**src/rtl/dcm_ctrl_pkg.sv**
```systemverilog
// Shared definitions for the DCM lock sequencer: state encoding, default timing
// and the per-state output decode.
package dcm_ctrl_pkg;

    localparam int RST_CYCLES_DEF    = 8;
    localparam int LOCK_TIMEOUT_DEF  = 500000;
    localparam int SETTLE_CYCLES_DEF = 1024;
    localparam int MAX_RETRIES_DEF   = 4;
    localparam int CNT_W_DEF         = 20;

    typedef enum logic [2:0] {
        ST_RST_HOLD  = 3'd0,
        ST_WAIT_LOCK = 3'd1,
        ST_SETTLE    = 3'd2,
        ST_RUN       = 3'd3,
        ST_FAIL      = 3'd4
    } state_t;

    typedef struct packed {
        logic dcm_rst;
        logic sys_rst;
        logic ready;
        logic fail;
    } ctrl_out_t;

    // Output levels a state presents once it has been entered; registering this
    // alongside the state keeps ready == ~sys_rst by construction.
    function automatic ctrl_out_t drive_of(state_t s);
        ctrl_out_t o;
        o.dcm_rst = (s == ST_RST_HOLD) || (s == ST_FAIL);
        o.sys_rst = (s != ST_RUN);
        o.ready   = (s == ST_RUN);
        o.fail    = (s == ST_FAIL);
        return o;
    endfunction

endpackage

```
**src/rtl/sync_2ff.sv**
```systemverilog
// Generic two-flop synchronizer for a single asynchronous level.
module sync_2ff #(
    parameter logic RESET_VAL = 1'b0
) (
    input  logic clk,
    input  logic rst,
    input  logic d,
    output logic q
);

    logic meta;

    always_ff @(posedge clk or posedge rst) begin
        if (rst) begin
            meta <= RESET_VAL;
            q    <= RESET_VAL;
        end else begin
            meta <= d;
            q    <= meta;
        end
    end

endmodule

```
**src/rtl/dcm_lock_sequencer.sv**
```systemverilog
// Brings a DCM_SP out of reset, qualifies LOCKED and releases the divided-clock
// system reset; retries failed lock attempts and watches for loss of lock.
module dcm_lock_sequencer
    import dcm_ctrl_pkg::*;
#(
    parameter int RST_CYCLES    = RST_CYCLES_DEF,
    parameter int LOCK_TIMEOUT  = LOCK_TIMEOUT_DEF,
    parameter int SETTLE_CYCLES = SETTLE_CYCLES_DEF,
    parameter int MAX_RETRIES   = MAX_RETRIES_DEF,
    parameter int CNT_W         = CNT_W_DEF
) (
    input  logic       clk,
    input  logic       rst,
    input  logic       dcm_locked,
    input  logic       clkin_stopped,
    input  logic       restart,
    output logic       dcm_rst,
    output logic       sys_rst,
    output logic       ready,
    output logic       fail,
    output logic [3:0] retry_cnt,
    output logic [7:0] loss_cnt,
    output logic [2:0] state_dbg
);

    localparam logic [CNT_W-1:0] RST_LAST    = CNT_W'(RST_CYCLES - 1);
    localparam logic [CNT_W-1:0] LOCK_LAST   = CNT_W'(LOCK_TIMEOUT - 1);
    localparam logic [CNT_W-1:0] SETTLE_LAST = CNT_W'(SETTLE_CYCLES - 1);
    localparam logic [3:0]       RETRY_LIMIT = 4'(MAX_RETRIES);

    logic             lk;
    logic             cs;
    state_t           state;
    ctrl_out_t        outs;
    logic [CNT_W-1:0] timer;
    logic [3:0]       retry_inc;
    logic [7:0]       loss_inc;

    sync_2ff #(.RESET_VAL(1'b0)) u_sync_locked (
        .clk (clk),
        .rst (rst),
        .d   (dcm_locked),
        .q   (lk)
    );

    sync_2ff #(.RESET_VAL(1'b0)) u_sync_stopped (
        .clk (clk),
        .rst (rst),
        .d   (clkin_stopped),
        .q   (cs)
    );

    assign retry_inc = (retry_cnt == 4'hF) ? 4'hF : retry_cnt + 4'd1;
    assign loss_inc  = (loss_cnt == 8'hFF) ? 8'hFF : loss_cnt + 8'd1;

    // restart outranks every state transition; inside WAIT_LOCK a lock seen in
    // the timeout cycle still wins over the timeout.
    always_ff @(posedge clk or posedge rst) begin
        if (rst) begin
            state     <= ST_RST_HOLD;
            outs      <= drive_of(ST_RST_HOLD);
            timer     <= '0;
            retry_cnt <= '0;
            loss_cnt  <= '0;
        end else if (restart) begin
            state     <= ST_RST_HOLD;
            outs      <= drive_of(ST_RST_HOLD);
            timer     <= '0;
            retry_cnt <= '0;
        end else begin
            case (state)
                ST_RST_HOLD: begin
                    if (timer == RST_LAST) begin
                        state <= ST_WAIT_LOCK;
                        outs  <= drive_of(ST_WAIT_LOCK);
                        timer <= '0;
                    end else begin
                        timer <= timer + CNT_W'(1);
                    end
                end
                ST_WAIT_LOCK: begin
                    if (lk && !cs) begin
                        state <= ST_SETTLE;
                        outs  <= drive_of(ST_SETTLE);
                        timer <= '0;
                    end else if (timer == LOCK_LAST) begin
                        timer     <= '0;
                        retry_cnt <= retry_inc;
                        if (retry_inc == RETRY_LIMIT) begin
                            state <= ST_FAIL;
                            outs  <= drive_of(ST_FAIL);
                        end else begin
                            state <= ST_RST_HOLD;
                            outs  <= drive_of(ST_RST_HOLD);
                        end
                    end else begin
                        timer <= timer + CNT_W'(1);
                    end
                end
                ST_SETTLE: begin
                    if (!lk || cs) begin
                        state <= ST_RST_HOLD;
                        outs  <= drive_of(ST_RST_HOLD);
                        timer <= '0;
                    end else if (timer == SETTLE_LAST) begin
                        state     <= ST_RUN;
                        outs      <= drive_of(ST_RUN);
                        timer     <= '0;
                        retry_cnt <= '0;
                    end else begin
                        timer <= timer + CNT_W'(1);
                    end
                end
                ST_RUN: begin
                    if (!lk || cs) begin
                        state    <= ST_RST_HOLD;
                        outs     <= drive_of(ST_RST_HOLD);
                        timer    <= '0;
                        loss_cnt <= loss_inc;
                    end
                end
                ST_FAIL: begin
                end
                default: begin
                    state <= ST_RST_HOLD;
                    outs  <= drive_of(ST_RST_HOLD);
                    timer <= '0;
                end
            endcase
        end
    end

    assign dcm_rst   = outs.dcm_rst;
    assign sys_rst   = outs.sys_rst;
    assign ready     = outs.ready;
    assign fail      = outs.fail;
    assign state_dbg = state;

endmodule
```
**config.mk**
```make
export PLATFORM = sky130hd
export DESIGN_NAME = dcm_lock_sequencer
export DESIGN_NICKNAME = d
export VERILOG_FILES = /design/src/rtl/dcm_ctrl_pkg.sv /design/src/rtl/sync_2ff.sv /design/src/rtl/dcm_lock_sequencer.sv
export SDC_FILE = /design/constraint.sdc
export NUM_CORES = 1
export LEC_CHECK = 0
export BUFFER_PORTS_ARGS = -buffer_cell sky130_fd_sc_hd__clkbuf_2
export CELL_PAD_IN_SITES_DETAIL_PLACEMENT = 2
export CELL_PAD_IN_SITES_GLOBAL_PLACEMENT = 2
export CORE_MARGIN = 3
export CORE_UTILIZATION = 38
export CTS_BUF_LIST = sky130_fd_sc_hd__clkbuf_2 sky130_fd_sc_hd__clkbuf_4 sky130_fd_sc_hd__clkbuf_8
export CTS_CLUSTER_SIZE = 10
export DETAILED_ROUTE_END_ITERATION = 16
export PLACE_DENSITY = 0.81
export SETUP_SLACK_MARGIN = 0.2
export SLEW_MARGIN = 10
export SYNTH_ARGS = -nofsm -noshare
export SYNTH_HDL_FRONTEND = slang
export SYNTH_SLANG_ARGS = --single-unit
```
**constraint.sdc**
```tcl
create_clock -name clk -period 2.69 [get_ports clk]
set_input_delay 0.1345 -clock clk [delete_from_list [all_inputs] [get_ports clk]]
set_output_delay 0.1345 -clock clk [all_outputs]
set_load 0.05 [all_outputs]
```
==> impl_metrics.py <==
metrics = {
    "synthesis": {
        "synth_edf_count": 0,
        "yosys.area.top_type_share_pct": 42.0,
        "synth-main-ff-cell": "dfrtp_1",
        "ys_ff_latch": 42,
        "ys_async_sr_fraction_pct": 100,
        "synthAdderAreaFrac_pct": 1.57,
        "yosysWarnings": 0,
        "synth-simple-area-share_pct": 27.8,
        "synth_compound_area_share_pct": 18.5,
        "synth_area_um2": 2380,
        "postSynthNetCount": 274,
        "syn_inst": 266,
        "avgSynthCellArea_um2": 8.96,
        "yosysTopAreaCell": "dfrtp_1",
        "synth_xor_area_share_pct": 2.57,
        "yosys.cell_types.count": 57,
        "yosys-top-cells-area": "dfrtp_1 42%, nand2_1 6.1%, nor2_1 3.9%",
        "ys_seq_area_share_pct": 44.2,
        "synth_top_family_by_area": "simple AND/OR/NAND/NOR gates",
        "yosys-mux-area-fraction_pct": 1.31,
    },
    "setup_path": {
        "startpoint": "timer[15]$_DFFE_PP0P_",
        "end_kind": "register",
        "required_ns": 2.86,
        "ff2ff_setup_slack_ns": 0.25,
        "path_max_fanout": 6,
        "rr_worst_depth": 7,
        "start_kind": "register",
        "critPathArrivalTime_ns": 2.61,
        "critPathKind": "register to register",
        "r2r-start": "timer[15]$_DFFE_PP0P_",
    },
    "placement": {
        "port_buffers": 23,
        "postPlaceCellArea_um2": 2640,
        "place_congestion": 0.862,
        "dpl.hpwl_um": 5830,
    },
    "sta": {
        "setup_violations": 0,
        "tightest_slew_ns": 0.975,
        "fin_skew_ns": 0.0122,
        "final.setup.tns_ns": 0,
        "period_needed_ns": 2.44,
        "report.final.slew_viol_count": 0,
        "finalHoldViolCount": 0,
        "hold_slack_ns": 0.220,
        "rsz0062_at_grt": "true",
        "max_freq_mhz": 411,
        "min_period_over_period_pct": 90.5,
        "relSlewSlack_pct": 34.6,
    },
    "die": {
        "core-area_um2": 5990,
        "row_count": 28,
        "dieArea_um2": 7260,
        "io_pins": 24,
        "die_h_um": 85.2,
        "fp.dieW_um": 85.2,
        "start_util_pct": 39.8,
    },
    "drt": {
        "drc": 0,
        "wl_per_cell_um": 22.9,
        "firstDrtPassIters": 4,
        "num_vias": 2342,
        "vias_per_cell": 6.13,
        "wl_um": 8750,
        "antenna_left": 0,
        "drtIter0Drc": 155,
    },
    "status": {
        "status": "finished, final reports clean",
    },
    "finish": {
        "antenna_cells": 0,
        "final_nets": 314,
        "fin_util_pct": 47.7,
        "final_area_um2": 2860,
        "area_delta_synth_final_pct": 19.8,
        "final_cell_mix": "39 x nand2_1, 39 x dfrtp_1, 25 x nor2_1",
        "register_area_um2": 1050,
        "drive_above_1_share_pct": 23.8,
        "fillers": 666,
        "multi_input_area_um2": 1270,
    },
    "grt": {
        "grt_start_max_net_pins": 26,
        "grt_pass1_vias": 2583,
        "grt-ovfl-total": 0,
        "grt_pass1_wl_um": 13900,
        "grt_util_all_layers_pct": 24.5,
        "antenna_found_initial": 0,
    },
    "cts": {
        "clock_path_buffers": 2,
        "cts_buffers": 5,
        "clk_pin_slew_worst_paths_ns": 0.09,
        "clockRootBuffer": "clkbuf_8",
        "clk-insertion-delay-late_ns": 0.31,
        "cts.sinks": 42,
        "cts_tree": "yes",
        "htreeDepth": 2,
    },
    "power_and_ir_drop": {
        "power_density_nw_per_um2": 540,
        "leakagePower_nw": 1.25,
        "vdd_drop_max_v": 0.000240,
        "p_total_mw": 1.54,
    },
    "min_path": {
        "hp-class": "primary input to register",
        "hp-start": "restart",
        "holdPathStages": 2,
    },
    "flow_run": {
        "max_cap_viol_count": 0,
    },
}
==> per-layer routing <==
layer / share of wire (%) / vias up / GRT usage [%] / routed length (um)
li1: - / 1047 / - / -
met1: 44 / 1224 / 32.9 / 3820
met2: 50 / 52 / 41.0 / 4400
met3: 3.9 / 19 / 3.59 / 338
met4: 2.2 / 0 / 7.34 / 192
met5: 0 / - / 0 / 0
==> power by group <==
group | switching, mW | internal [mW]
registers | 0.0459 | 0.664
logic | 0.176 | 0.108
clock network | 0.235 | 0.313
total | 0.457 | 1.09
==> sequential cells by signal, summed over array words and instances (netlist names) <==
register / cells
u_sync_stopped.meta: 1
retry_cnt: 4
u_sync_locked.q: 1
dcm_rst: 1
sys_rst: 1
state_dbg: 3
u_sync_locked.meta: 1
loss_cnt: 8
timer: 20
ready: 1
u_sync_stopped.q: 1
==> layout make-up <==
type	instances	area share [%]
clock buffers	7	3.16
clock inverters	1	1.05
inverters	5	0.657
multi-input cells	206	44.4
flip-flops and latches	42	36.9
well taps	75	3.29
repair buffers	46	10.5
==> through the flow <==
step	cells	setup slack, ns
finish	382	0.255
global route	382	0.167
CTS	378	0.210
global placement	366	0.267
detailed placement	366	0.138
floorplan	266	0.275
==> what timing repair did <==
| action | in CTS | in global routing |
|---|---|---|
| setup endpoints to repair | 10 | 12 |
| resized for setup | 3 | 7 |
| setup buffers | 1 | 4 |
| pin swaps | 1 | 3 |
| hold buffers | 3 | 0 |
| endpoints found under the hold margin | 26 | 0 |
==> cells by family after synthesis <==
group	Yosys count
flops	42
mux	3
xor+xnor	7
compound gates	66
buf+inv	18
simple gates	127
fa+ha+maj	3
==> final timing paths <==
path	end
max	timer[3]$_DFFE_PP0P_
min	state_dbg[0]$_DFFE_PP0P_
max reg2reg	timer[3]$_DFFE_PP0P_
min reg2reg	u_sync_locked.q$_DFF_PP0_
max in group asynchronous	dcm_rst$_DFFE_PP1P_
min in group asynchronous	timer[11]$_DFFE_PP0P_
==> worst max-delay path: stages, from the launching register on <==
cell and delay (ns):
dfrtp_1 0.41, or4_4 0.56, nor4_4 0.30, nand4_2 0.17
a32o_2 0.36, buf_4 0.17, o211ai_1 0.21, o211ai_1 0.12
==> synthesized netlist by cell type (5+ instances only) <==
cell type,count
nand2_1,39
nor3_1,6
o22ai_1,5
dfrtp_1,40
a21oi_1,14
inv_1,5
and3_1,7
xnor2_1,5
nand3_1,10
a211oi_1,5
and2_1,5
o21ai_0,17
nor2_1,25
Power figures use the tool's default switching activity.
